File: config.mk
export PLATFORM = sky130hd
export DESIGN_NAME = ex_mem_req_flat
export DESIGN_NICKNAME = d
export VERILOG_FILES = /design/src/rtl/ex_mem_req_pkg.sv /design/src/rtl/ex_mem_req_if.sv /design/src/rtl/ex_mem_req_fmt.sv /design/src/rtl/ex_mem_req.sv /design/src/flat_wrapper.sv
export SDC_FILE = /design/constraint.sdc
export NUM_CORES = 1
export LEC_CHECK = 0
export BUFFER_PORTS_ARGS = -buffer_cell sky130_fd_sc_hd__clkbuf_2
export CAP_MARGIN = 20
export CORE_MARGIN = 4
export CORE_UTILIZATION = 33
export DETAILED_ROUTE_END_ITERATION = 7
export PLACE_DENSITY = 0.82
export SLEW_MARGIN = 40
export SYNTH_ARGS = -nofsm -noshare
export SYNTH_HDL_FRONTEND = slang
export SYNTH_SLANG_ARGS = --single-unit
File: constraint.sdc
create_clock -name clk -period 3.15 [get_ports clk]
set_clock_uncertainty 0.15 [all_clocks]
set_input_delay 0.63 -clock clk [delete_from_list [all_inputs] [get_ports clk]]
set_output_delay 0.63 -clock clk [all_outputs]
set_load 0.05 [all_outputs]
File: src/rtl/ex_mem_req_pkg.sv
// rtl/ex_mem_req_pkg.sv - shared constants and types for the EX-stage data-SRAM issuer
package ex_mem_req_pkg;

    localparam logic [1:0] SZ_BYTE = 2'b00;
    localparam logic [1:0] SZ_HALF = 2'b01;
    localparam logic [1:0] SZ_WORD = 2'b10;

    // dest_flag layout: {sign, byte, half, offset[1:0]}
    localparam int DEST_FLAG_W = 5;
    localparam int DF_SIGN     = 4;
    localparam int DF_BYTE     = 3;
    localparam int DF_HALF     = 2;

    localparam int ES_BUS_INC          = DEST_FLAG_W;
    localparam int MAX_OUTSTANDING_DEF = 2;

    typedef enum logic {
        IDLE   = 1'b0,
        ISSUED = 1'b1
    } state_t;

    typedef struct packed {
        logic                   ale;
        logic [3:0]             wstrb;
        logic [31:0]            wdata;
        logic [DEST_FLAG_W-1:0] dest_flag;
    } fmt_t;

endpackage

File: src/rtl/ex_mem_req_if.sv
// rtl/ex_mem_req_if.sv - sram-like request/response bus between EX issuer and data SRAM
interface ex_mem_req_if;
    logic        data_sram_req;
    logic        data_sram_wr;
    logic [1:0]  data_sram_size;
    logic [3:0]  data_sram_wstrb;
    logic [31:0] data_sram_addr;
    logic [31:0] data_sram_wdata;
    logic        data_sram_addr_ok;
    logic        data_sram_data_ok;

    modport master (
        output data_sram_req, data_sram_wr, data_sram_size, data_sram_wstrb,
               data_sram_addr, data_sram_wdata,
        input  data_sram_addr_ok, data_sram_data_ok
    );

    modport slave (
        input  data_sram_req, data_sram_wr, data_sram_size, data_sram_wstrb,
               data_sram_addr, data_sram_wdata,
        output data_sram_addr_ok, data_sram_data_ok
    );
endinterface

File: src/rtl/ex_mem_req_fmt.sv
// rtl/ex_mem_req_fmt.sv - combinational formatting of a load/store into SRAM request fields
module mem_req_fmt
    import ex_mem_req_pkg::*;
(
    input  logic        valid_i,
    input  logic        mem_en_i,
    input  logic        we_i,
    input  logic [1:0]  size_i,
    input  logic        signed_i,
    input  logic        excp_i,
    input  logic [31:0] vaddr_i,
    input  logic [31:0] st_data_i,
    output fmt_t        fmt_o
);
    logic misalign;

    always_comb begin
        misalign = ((size_i == SZ_HALF) && vaddr_i[0]) ||
                   ((size_i == SZ_WORD) && (vaddr_i[1:0] != 2'b00));

        fmt_o           = '0;
        fmt_o.ale       = valid_i & mem_en_i & ~excp_i & misalign;

        case (size_i)
            SZ_BYTE: fmt_o.wdata = {4{st_data_i[7:0]}};
            SZ_HALF: fmt_o.wdata = {2{st_data_i[15:0]}};
            default: fmt_o.wdata = st_data_i;
        endcase

        if (we_i) begin
            case (size_i)
                SZ_BYTE: fmt_o.wstrb = 4'b0001 << vaddr_i[1:0];
                SZ_HALF: fmt_o.wstrb = 4'b0011 << vaddr_i[1:0];
                default: fmt_o.wstrb = 4'b1111;
            endcase
        end else if ((size_i == SZ_BYTE) || (size_i == SZ_HALF)) begin
            // word loads need no extraction, so they keep the all-zero code
            fmt_o.dest_flag[DF_SIGN] = signed_i;
            fmt_o.dest_flag[DF_BYTE] = (size_i == SZ_BYTE);
            fmt_o.dest_flag[DF_HALF] = (size_i == SZ_HALF);
            fmt_o.dest_flag[1:0]     = vaddr_i[1:0];
        end
    end
endmodule

File: src/rtl/ex_mem_req.sv
// rtl/ex_mem_req.sv - EX-stage data-SRAM request issuer with in-flight tracking and flush discard
module ex_mem_req
    import ex_mem_req_pkg::*;
#(
    parameter int MAX_OUTSTANDING = MAX_OUTSTANDING_DEF
) (
    input  logic        clk,
    input  logic        resetn,
    input  logic        ex_valid,
    input  logic        ex_mem_en,
    input  logic        ex_mem_we,
    input  logic [1:0]  ex_size,
    input  logic        ex_signed,
    input  logic [31:0] ex_vaddr,
    input  logic [31:0] ex_st_data,
    input  logic        ex_excp_in,
    input  logic        ME_Allow_in,
    input  logic        flush,
    output logic        ex_ready_go,
    output logic        ex_ale,
    output logic [4:0]  ex_dest_flag,
    ex_mem_req_if.master sram,
    output logic        me_data_ok,
    output logic [$clog2(MAX_OUTSTANDING+1)-1:0] outstanding
);
    localparam int CW = $clog2(MAX_OUTSTANDING + 1);
    localparam logic [CW-1:0] MAX_C = MAX_OUTSTANDING[CW-1:0];

    state_t        state_q, state_d;
    logic [CW-1:0] out_q, out_d;
    logic [CW-1:0] disc_q, disc_d;
    fmt_t          fmt;
    logic          req, fire, disc_dok, live_dok;

    mem_req_fmt u_fmt (
        .valid_i   (ex_valid),
        .mem_en_i  (ex_mem_en),
        .we_i      (ex_mem_we),
        .size_i    (ex_size),
        .signed_i  (ex_signed),
        .excp_i    (ex_excp_in),
        .vaddr_i   (ex_vaddr),
        .st_data_i (ex_st_data),
        .fmt_o     (fmt)
    );

    always_ff @(posedge clk or negedge resetn) begin
        if (!resetn) begin
            state_q <= IDLE;
            out_q   <= '0;
            disc_q  <= '0;
        end else begin
            state_q <= state_d;
            out_q   <= out_d;
            disc_q  <= disc_d;
        end
    end

    always_comb begin
        state_d = state_q;
        case (state_q)
            IDLE:    if (fire && !ME_Allow_in) state_d = ISSUED;
            ISSUED:  if (ME_Allow_in || flush) state_d = IDLE;
            default: state_d = IDLE;
        endcase
    end

    // Orphaned responses share the same budget as live ones so response order is preserved
    always_comb begin
        req = resetn & ex_valid & ex_mem_en & ~fmt.ale & ~ex_excp_in & ~flush &
              (state_q == IDLE) & ((out_q + disc_q) < MAX_C);
        fire        = req & sram.data_sram_addr_ok;
        disc_dok    = sram.data_sram_data_ok & (disc_q != '0);
        live_dok    = sram.data_sram_data_ok & (disc_q == '0) & (out_q != '0);
        me_data_ok  = resetn & sram.data_sram_data_ok & (disc_q == '0);
        ex_ready_go = resetn & (~ex_mem_en | fmt.ale | ex_excp_in |
                                (state_q == ISSUED) | fire);
    end

    always_comb begin
        out_d  = out_q;
        disc_d = disc_q;
        if (flush) begin
            out_d  = '0;
            disc_d = out_q + disc_q + CW'(fire) - CW'(disc_dok | live_dok);
        end else begin
            out_d  = out_q + CW'(fire) - CW'(live_dok);
            disc_d = disc_q - CW'(disc_dok);
        end
    end

    assign sram.data_sram_req   = req;
    assign sram.data_sram_wr    = ex_mem_we;
    assign sram.data_sram_size  = ex_size;
    assign sram.data_sram_wstrb = fmt.wstrb;
    assign sram.data_sram_addr  = ex_vaddr;
    assign sram.data_sram_wdata = fmt.wdata;
    assign ex_ale               = fmt.ale;
    assign ex_dest_flag         = fmt.dest_flag;
    assign outstanding          = out_q;
endmodule

File: src/flat_wrapper.sv
// flat-port wrapper written by rule: the top's interface ports become plain ports
module ex_mem_req_flat import ex_mem_req_pkg::*;
#(
    parameter int MAX_OUTSTANDING = MAX_OUTSTANDING_DEF
)
  (clk, resetn, ex_valid, ex_mem_en, ex_mem_we, ex_size, ex_signed, ex_vaddr, ex_st_data, ex_excp_in, ME_Allow_in, flush, ex_ready_go, ex_ale, ex_dest_flag, me_data_ok, outstanding, sram_data_sram_req, sram_data_sram_wr, sram_data_sram_size, sram_data_sram_wstrb, sram_data_sram_addr, sram_data_sram_wdata, sram_data_sram_addr_ok, sram_data_sram_data_ok);
  ex_mem_req_if sram_i ();
  input  logic clk;
  input  logic resetn;
  input  logic ex_valid;
  input  logic ex_mem_en;
  input  logic ex_mem_we;
  input  logic [1:0] ex_size;
  input  logic ex_signed;
  input  logic [31:0] ex_vaddr;
  input  logic [31:0] ex_st_data;
  input  logic ex_excp_in;
  input  logic ME_Allow_in;
  input  logic flush;
  output logic ex_ready_go;
  output logic ex_ale;
  output logic [4:0] ex_dest_flag;
  output logic me_data_ok;
  output logic [$clog2(MAX_OUTSTANDING+1)-1:0] outstanding;
  output wire logic [$bits(sram_i.data_sram_req)-1:0] sram_data_sram_req;
  output wire logic [$bits(sram_i.data_sram_wr)-1:0] sram_data_sram_wr;
  output wire logic [$bits(sram_i.data_sram_size)-1:0] sram_data_sram_size;
  output wire logic [$bits(sram_i.data_sram_wstrb)-1:0] sram_data_sram_wstrb;
  output wire logic [$bits(sram_i.data_sram_addr)-1:0] sram_data_sram_addr;
  output wire logic [$bits(sram_i.data_sram_wdata)-1:0] sram_data_sram_wdata;
  input wire logic [$bits(sram_i.data_sram_addr_ok)-1:0] sram_data_sram_addr_ok;
  input wire logic [$bits(sram_i.data_sram_data_ok)-1:0] sram_data_sram_data_ok;
  assign sram_data_sram_req = sram_i.data_sram_req;
  assign sram_data_sram_wr = sram_i.data_sram_wr;
  assign sram_data_sram_size = sram_i.data_sram_size;
  assign sram_data_sram_wstrb = sram_i.data_sram_wstrb;
  assign sram_data_sram_addr = sram_i.data_sram_addr;
  assign sram_data_sram_wdata = sram_i.data_sram_wdata;
  assign sram_i.data_sram_addr_ok = sram_data_sram_addr_ok;
  assign sram_i.data_sram_data_ok = sram_data_sram_data_ok;
  ex_mem_req #(.MAX_OUTSTANDING(MAX_OUTSTANDING)) u_core (.clk(clk), .resetn(resetn), .ex_valid(ex_valid), .ex_mem_en(ex_mem_en), .ex_mem_we(ex_mem_we), .ex_size(ex_size), .ex_signed(ex_signed), .ex_vaddr(ex_vaddr), .ex_st_data(ex_st_data), .ex_excp_in(ex_excp_in), .ME_Allow_in(ME_Allow_in), .flush(flush), .ex_ready_go(ex_ready_go), .ex_ale(ex_ale), .ex_dest_flag(ex_dest_flag), .sram(sram_i), .me_data_ok(me_data_ok), .outstanding(outstanding));
endmodule
==> results of run 1 <==
==> sequential cells by signal, summed over array words and instances, names as in the netlist <==
register	flops
u_core.state_q	1
u_core.outstanding	2
u_core.disc_q	2
==> worst paths after layout <==
kind                       slack (ns)                   from               endpoint
max reg2reg                      0.64  u_core.outstanding[0]       u_core.disc_q[1]
max                              0.48  u_core.outstanding[0]            ex_ready_go
min in group clk                 0.41            ME_Allow_in         u_core.state_q
max in group asynchronous        2.59                 resetn  u_core.outstanding[1]
min reg2reg                      0.43         u_core.state_q         u_core.state_q
min                              0.09                 resetn       u_core.disc_q[1]
==> metal layers <==
metal | vias to the layer above | global-route usage (%)
met3 | 10 | 3.60
met2 | 70 | 24.4
met1 | 531 | 14.7
met5 | - | 0
met4 | 0 | 5.11
li1 | 585 | -
==> power breakdown <==
part           switching (mW)  internal [mW]  total [mW]
logic                   0.277          0.140       0.417
registers              0.0126         0.0786      0.0911
clock network          0.0354         0.0872       0.123
==> cell usage after synthesis, drive strengths merged, types with 2 or more instances <==
cell type / n / area, µm²
a21oi: 3 / 26.3
clkbuf: 2 / 7.51
xor2: 4 / 35.0
buf: 47 / 343
ha: 6 / 75.1
xnor2: 2 / 17.5
dfrtp: 5 / 125
nor2: 9 / 36.3
o21a: 5 / 37.5
nand3: 2 / 15.0
inv: 5 / 18.8
nor2b: 3 / 18.8
o21ai: 9 / 45.0
and2: 5 / 32.5
mux2: 16 / 180
nand2: 10 / 37.5
nand2b: 2 / 12.5
mux2i: 9 / 90.1
==> through the flow <==
step,setup WS [ns],power (mW)
after global placement,0.484,0.498
final,0.477,0.631
after global routing,0.386,0.672
after detailed placement,0.440,0.513
after floorplan,0.170,0.518
after CTS,0.470,0.639
==> worst max-delay path: cells and delay by family (launching register included) <==
family          cells  cell delay (ns)
fa+ha+maj           1             0.21
buf+inv             1             0.28
compound gates      1             0.13
flops               1             0.40
xor+xnor            1             0.27
simple gates        2             0.37
==> cell type report <==
cell class,count,area share (%)
Timing Repair Buffer,100,33.2
Multi-Input combinational cell,95,50.5
Sequential cell,5,8.22
Tap cell,48,3.94
Clock buffer,4,2.96
Inverter,5,1.23
==> logic make-up (layout without fill, tap and decap cells) <==
family                   Yosys count  in the layout  synth area share, %
AO/OA/AOI/OAI                     19             19                 10.3
XOR/XNOR                           7              7                 6.14
adder cells (fa/ha/maj)            6              6                 5.95
buffers and inverters             54            109                 29.2
flip-flops                         5              5                 9.91
multiplexers                      25             25                 21.4
AND/OR/NAND/NOR                   38             38                 17.0
==> out/metrics.json, run 1 <==
{
  "result_of_the_run": "complete, no violations",
  "topRoutingLayerUsed": "met4",
  "critical_path_peak_fanout": 4,
  "power_per_cell_area_nw_per_um2": 414,
  "antenna_found_initial": 0,
  "cts_max_path_buffers": 2,
  "detail_route.drc_violations": 0,
  "placed_cells_incl_taps": 253,
  "postCtsResizedCells": 0,
  "ctsRootBufferMaster": "sky130_fd_sc_hd__clkbuf_8",
  "count_of_input_and_output_buffers": 98,
  "postSynthRegisterBits": 5,
  "placedInstanceArea_um2": 1480,
  "detailedRoute.firstPassIterationCount": 2,
  "critical_path_max_stage_delay_ns": 0.40,
  "cts_sinks": 5,
  "wl_per_cell_um": 12.9,
  "tritoncts.num_buffers": 3,
  "post_route_cells_drive_above_1_share_pct": 60.8,
  "timing.final.hold_violations": 0,
  "multiInputGateArea_um2": 768,
  "syn_nets": 237,
  "max_cap_violation_count": 0,
  "report.final.setup_viol": 0,
  "post-dp-hpwl_mm": 2.90,
  "die_area_um2": 4880,
  "layout.filler_cells": 388,
  "grt_pass1_wl_mm": 5.46,
  "tightest_slew_ns": 0.448,
  "timing.critical_path.arrival_ns": 1.89,
  "clk_latency_ns": 0.23,
  "timing_max_transition_violations_final": 0,
  "layout.core_utilization_pct": 41.3,
  "route.vias.total": 1196,
  "gr-usage-all-layers_pct": 13.4,
  "wl_met3_um": 355,
  "drt-initial-drc-count": 6,
  "number_of_buffers_inserted_to_repair_setup_after_cts": 0,
  "proportion_of_synthesized_chip_area_in_sequential_cells_pct": 9.91,
  "worstHoldPathType": "primary input to asynchronous set/reset pin",
  "layout-area-overhead-vs-synth_pct": 20.6,
  "timing.critical_path.to_type": "output pin",
  "final_period_utilization_pct": 84.9,
  "postLayoutCellArea_um2": 1520,
  "io_pins": 159,
  "vdd_drop_max_uv": 146,
  "post_synth_num_cell_types": 33,
  "timing.max_slew.rel_slack_pct": 70.1,
  "path_cells": "ha_1 -> xor3_2 -> nor4_4 -> nand3_2 -> a21boi_2 -> clkbuf_2",
  "grt_start_max_net_pins": 25,
  "met2WireLength_mm": 1.64,
  "worst_setup_hold_path_clk_slew_ns": 0.04,
  "cts_htree_levels": 1,
  "post_synth_inst_count": 154,
  "avgViaCountPerCell": 4.65,
  "regArea_um2": 125,
  "grt_setup_unrepaired": "false",
  "finish.net_count": 293,
  "layout.cells.non_filler": 257,
  "detail-route-antenna-nets": 0,
  "num_rows": 22,
  "postSynth.topFlopCell": "sky130_fd_sc_hd__dfrtp_1",
  "worst_r2r_path_depth": 10,
  "mostFrequentLayoutCells": "sky130_fd_sc_hd__clkbuf_2 (98), sky130_fd_sc_hd__mux2_2 (16), sky130_fd_sc_hd__nand2_1 (10), sky130_fd_sc_hd__mux2i_1 (9), sky130_fd_sc_hd__o21ai_0 (9)",
  "final_common_cell": "sky130_fd_sc_hd__clkbuf_2",
  "clock_tree_from_tritoncts": "built",
  "synth_enable_flop_cells": 0,
  "clock_period_minus_final_worst_setup_slack_ns": 2.67,
  "total_leakage_power_nw": 0.882,
  "detail_route.wirelength.met1_mm": 1.25,
  "critPathKind": "register to output pin",
  "via_count_of_the_first_global_routing_pass": 1219,
  "cts.hold.buffers_added": 0,
  "synth.avg_cell_area_um2": 8.20,
  "critical-path-slowest-cell": "sky130_fd_sc_hd__dfrtp_1",
  "cp.required_ns": 2.37,
  "floorplan.die.height_um": 69.9,
  "gp_congestion": 0.796,
  "maxClockFrequency_mhz": 374,
  "route.final.wire_length_mm": 3.32,
  "synth-async-reset-ratio_pct": 100,
  "grt_remaining_overflow": 0,
  "design.core.area_um2": 3690,
  "fin_worst_hold_slack_ns": 0.0854,
  "critical_path.startpoint_type": "register",
  "number_of_diodes_added_for_antenna_fixing": 0,
  "start_util_pct": 34.2,
  "yosys_warnings": 0,
  "die-width_um": 69.9,
  "fin_setup_tns_ns": 0,
  "post_synth_instance_area_um2": 1260
}
Note: power is estimated with default switching activity, not from simulation.
==> run 2, diff against run 1 <==
clock period = 2.5 ns   (was 3.15 ns; I/O delays follow)
==> out/metrics.json, run 2 (same netlist as run 1, synthesis figures left out) <==
{
  "io_pins": {"value": 159, "change": "unchanged"},
  "critical_path_max_stage_delay": {"value": 0.49, "unit": "ns", "change": "was 0.40 ns"},
  "report.final.setup_viol": {"value": 0, "change": "unchanged"},
  "finish.net_count": {"value": 302, "change": "was 293"},
  "wl_per_cell": {"value": 13.6, "unit": "µm", "change": "was 12.9 µm"},
  "floorplan.die.height": {"value": 69.9, "unit": "µm", "change": "unchanged"},
  "clock_period_minus_final_worst_setup_slack_ns": 2.47,
  "max_cap_violation_count": {"value": 0, "change": "unchanged"},
  "final_common_cell": {"value": "sky130_fd_sc_hd__clkbuf_2", "change": "unchanged"},
  "grt_pass1_wl": {"value": 5.60, "unit": "mm", "change": "was 5.46 mm"},
  "design.core.area": {"value": 3690, "unit": "µm²", "change": "unchanged"},
  "drt-initial-drc-count": {"value": 55, "change": "was 6"},
  "grt_start_max_net_pins": {"value": 22, "change": "was 25"},
  "final_period_utilization_pct": 98.9,
  "timing.critical_path.to_type": {"value": "output pin", "change": "unchanged"},
  "grt_remaining_overflow": {"value": 0, "change": "unchanged"},
  "route.final.wire_length": {"value": 3.62, "unit": "mm", "change": "was 3.32 mm"},
  "die-width": {"value": 69.9, "unit": "µm", "change": "unchanged"},
  "detail-route-antenna-nets": {"value": 0, "change": "unchanged"},
  "layout-area-overhead-vs-synth": {"value": 28.1, "unit": "%", "change": "was 20.6%"},
  "post-dp-hpwl": {"value": 3.01, "unit": "mm", "change": "was 2.90 mm"},
  "total_leakage_power": {"value": 0.930, "unit": "nW", "change": "was 0.882 nW"},
  "vdd_drop_max": {"value": 204, "unit": "µV", "change": "was 146 µV"},
  "grt_setup_unrepaired": {"value": "true", "change": "was false"},
  "power_per_cell_area": {"value": 512, "unit": "nW/µm²", "change": "was 414 nW/µm²"},
  "post-route-worst-setup-slack": {"value": 0.0278, "unit": "ns", "change": "was 0.477 ns"},
  "detailedRoute.firstPassIterationCount": {"value": 4, "change": "was 2"},
  "path_cells": {"value": "xor3_2 -> nor4_4 -> nand3_2 -> a21boi_4 -> buf_8", "change": "was ha_1 -> xor3_2 -> nor4_4 -> nand3_2 -> a21boi_2 -> clkbuf_2"},
  "ctsRootBufferMaster": {"value": "sky130_fd_sc_hd__clkbuf_8", "change": "unchanged"},
  "timing.critical_path.arrival": {"value": 1.82, "unit": "ns", "change": "was 1.89 ns"},
  "via_count_of_the_first_global_routing_pass": {"value": 1230, "change": "was 1219"},
  "tritoncts.num_buffers": {"value": 3, "change": "unchanged"},
  "gp_congestion": {"value": 0.801, "change": "was 0.796"},
  "num_rows": {"value": 22, "change": "unchanged"},
  "cts_max_path_buffers": {"value": 2, "change": "unchanged"},
  "cpLargestDelayFamily": {"value": "XOR/XNOR gates", "change": "was flip-flops"},
  "timing_max_transition_violations_final": {"value": 0, "change": "unchanged"},
  "gr-usage-all-layers": {"value": 13.6, "unit": "%", "change": "was 13.4%"},
  "layout.core_utilization": {"value": 43.9, "unit": "%", "change": "was 41.3%"},
  "cts_sinks": {"value": 5, "change": "unchanged"},
  "worst_r2r_path_depth": {"value": 9, "change": "was 10"},
  "start_util": {"value": 34.2, "unit": "%", "change": "unchanged"},
  "critical_path_peak_fanout": {"value": 3, "change": "was 4"},
  "clk_latency": {"value": 0.22, "unit": "ns", "change": "was 0.23 ns"},
  "post_route_cells_drive_above_1_share": {"value": 64.2, "unit": "%", "change": "was 60.8%"},
  "timing.max_slew.rel_slack": {"value": 80.3, "unit": "%", "change": "was 70.1%"},
  "tightest_slew": {"value": 0.294, "unit": "ns", "change": "was 0.448 ns"},
  "die_area": {"value": 4880, "unit": "µm²", "change": "unchanged"},
  "cp.required": {"value": 1.85, "unit": "ns", "change": "was 2.37 ns"},
  "number_of_diodes_added_for_antenna_fixing": {"value": 0, "change": "unchanged"},
  "critical_path.startpoint_type": {"value": "register", "change": "unchanged"},
  "worstHoldPathType": {"value": "primary input to asynchronous set/reset pin", "change": "unchanged"},
  "critPathKind": {"value": "register to output pin", "change": "unchanged"},
  "setup.reg_to_reg.worst_slack": {"value": 0.06, "unit": "ns", "change": "was 0.64 ns"},
  "layout.filler_cells": {"value": 371, "change": "was 388"},
  "timing.final.hold_violations": {"value": 0, "change": "unchanged"},
  "antenna_found_initial": {"value": 0, "change": "unchanged"},
  "maxClockFrequency_mhz": 404,
  "result_of_the_run": {"value": "complete, no violations", "change": "unchanged"},
  "cts_htree_levels": {"value": 1, "change": "unchanged"},
  "crit-reg2reg-capture": {"value": "u_core.disc_q[1]", "change": "unchanged"},
  "route.vias.total": {"value": 1235, "change": "was 1196"},
  "dp_slack": {"value": 0.0177, "unit": "ns", "change": "was 0.440 ns"},
  "reg2reg_from": {"value": "u_core.disc_q[1]", "change": "was u_core.outstanding[0]"},
  "clock_tree_from_tritoncts": {"value": "built", "change": "unchanged"},
  "mostFrequentLayoutCells": {"value": "sky130_fd_sc_hd__clkbuf_2 (97), sky130_fd_sc_hd__mux2_2 (16), sky130_fd_sc_hd__buf_4 (11), sky130_fd_sc_hd__nand2_1 (10), sky130_fd_sc_hd__mux2i_1 (9)", "change": "was sky130_fd_sc_hd__clkbuf_2 (98), sky130_fd_sc_hd__mux2_2 (16), sky130_fd_sc_hd__nand2_1 (10), sky130_fd_sc_hd__mux2i_1 (9), sky130_fd_sc_hd__o21ai_0 (9)"},
  "critical-path-slowest-cell": {"value": "sky130_fd_sc_hd__xor3_2", "change": "was sky130_fd_sc_hd__dfrtp_1"},
  "avgViaCountPerCell": {"value": 4.64, "change": "was 4.65"},
  "detail_route.drc_violations": {"value": 0, "change": "unchanged"},
  "worst_setup_hold_path_clk_slew": {"value": 0.04, "unit": "ns", "change": "about the same"},
  "count_of_input_and_output_buffers": {"value": 98, "change": "unchanged"},
  "critical_path_buf_inv_count": {"value": 1, "change": "unchanged"}
}
==> run 2: layer usage <==
metal / vias to the layer above / global-route usage (%) / share of wire, %
li1: 601 / - / -
met1: 547 / 15.5 / 37
met2: 77 / 23.7 / 51
met3: 10 / 3.74 / 9.6
met4: 0 / 5.74 / 2.4
met5: - / 0 / 0
==> run 2: worst max path at each step <==
stage                                      from               end  slack [ns]  depth (start not counted)
final                          u_core.disc_q[1]       ex_ready_go        0.03                          5
after global routing           u_core.disc_q[1]  u_core.disc_q[1]       -0.05                          9
after CTS                 u_core.outstanding[0]       ex_ready_go       0.009                          6
after detailed placement             ex_excp_in  u_core.disc_q[1]        0.02                         10
after global placement               ex_excp_in  u_core.disc_q[1]        0.08                         10
after floorplan           u_core.outstanding[0]  u_core.disc_q[1]        0.03                         10
==> run 2: what timing repair did <==
item,CTS,global route
resized for setup,2,2
hold buffers,0,0
endpoints found under the setup margin,1,2
buffers inserted,0,4
==> run 2: metrics by stage <==
stage	hold slack [ns]	std cells	area, µm²	power [mW]	setup TNS (ns)
2_1_floorplan	0.0544	154	1280	0.656	0
3_3_place_gp	0.270	258	1530	0.640	0
3_5_place_dp	0.272	258	1530	0.649	0
4_1_cts	0.0411	262	1580	0.803	0
5_1_grt	0.0492	266	1620	0.889	-0.0858
6_report	0.0409	266	1620	0.828	0
==> run 2: power breakdown <==
part | internal, mW | switching [mW]
Sequential | 0.0991 | 0.0161
Clock | 0.109 | 0.0379
Combinational | 0.207 | 0.359
==> run 2: layout make-up <==
class	count	area, µm²	share of cell area, %
flip-flops and latches	5	128	7.89
clock buffers	4	45.0	2.78
well taps	48	60.1	3.71
multi-input cells	95	783	48.4
repair buffers	109	583	36.0
inverters	5	18.8	1.16
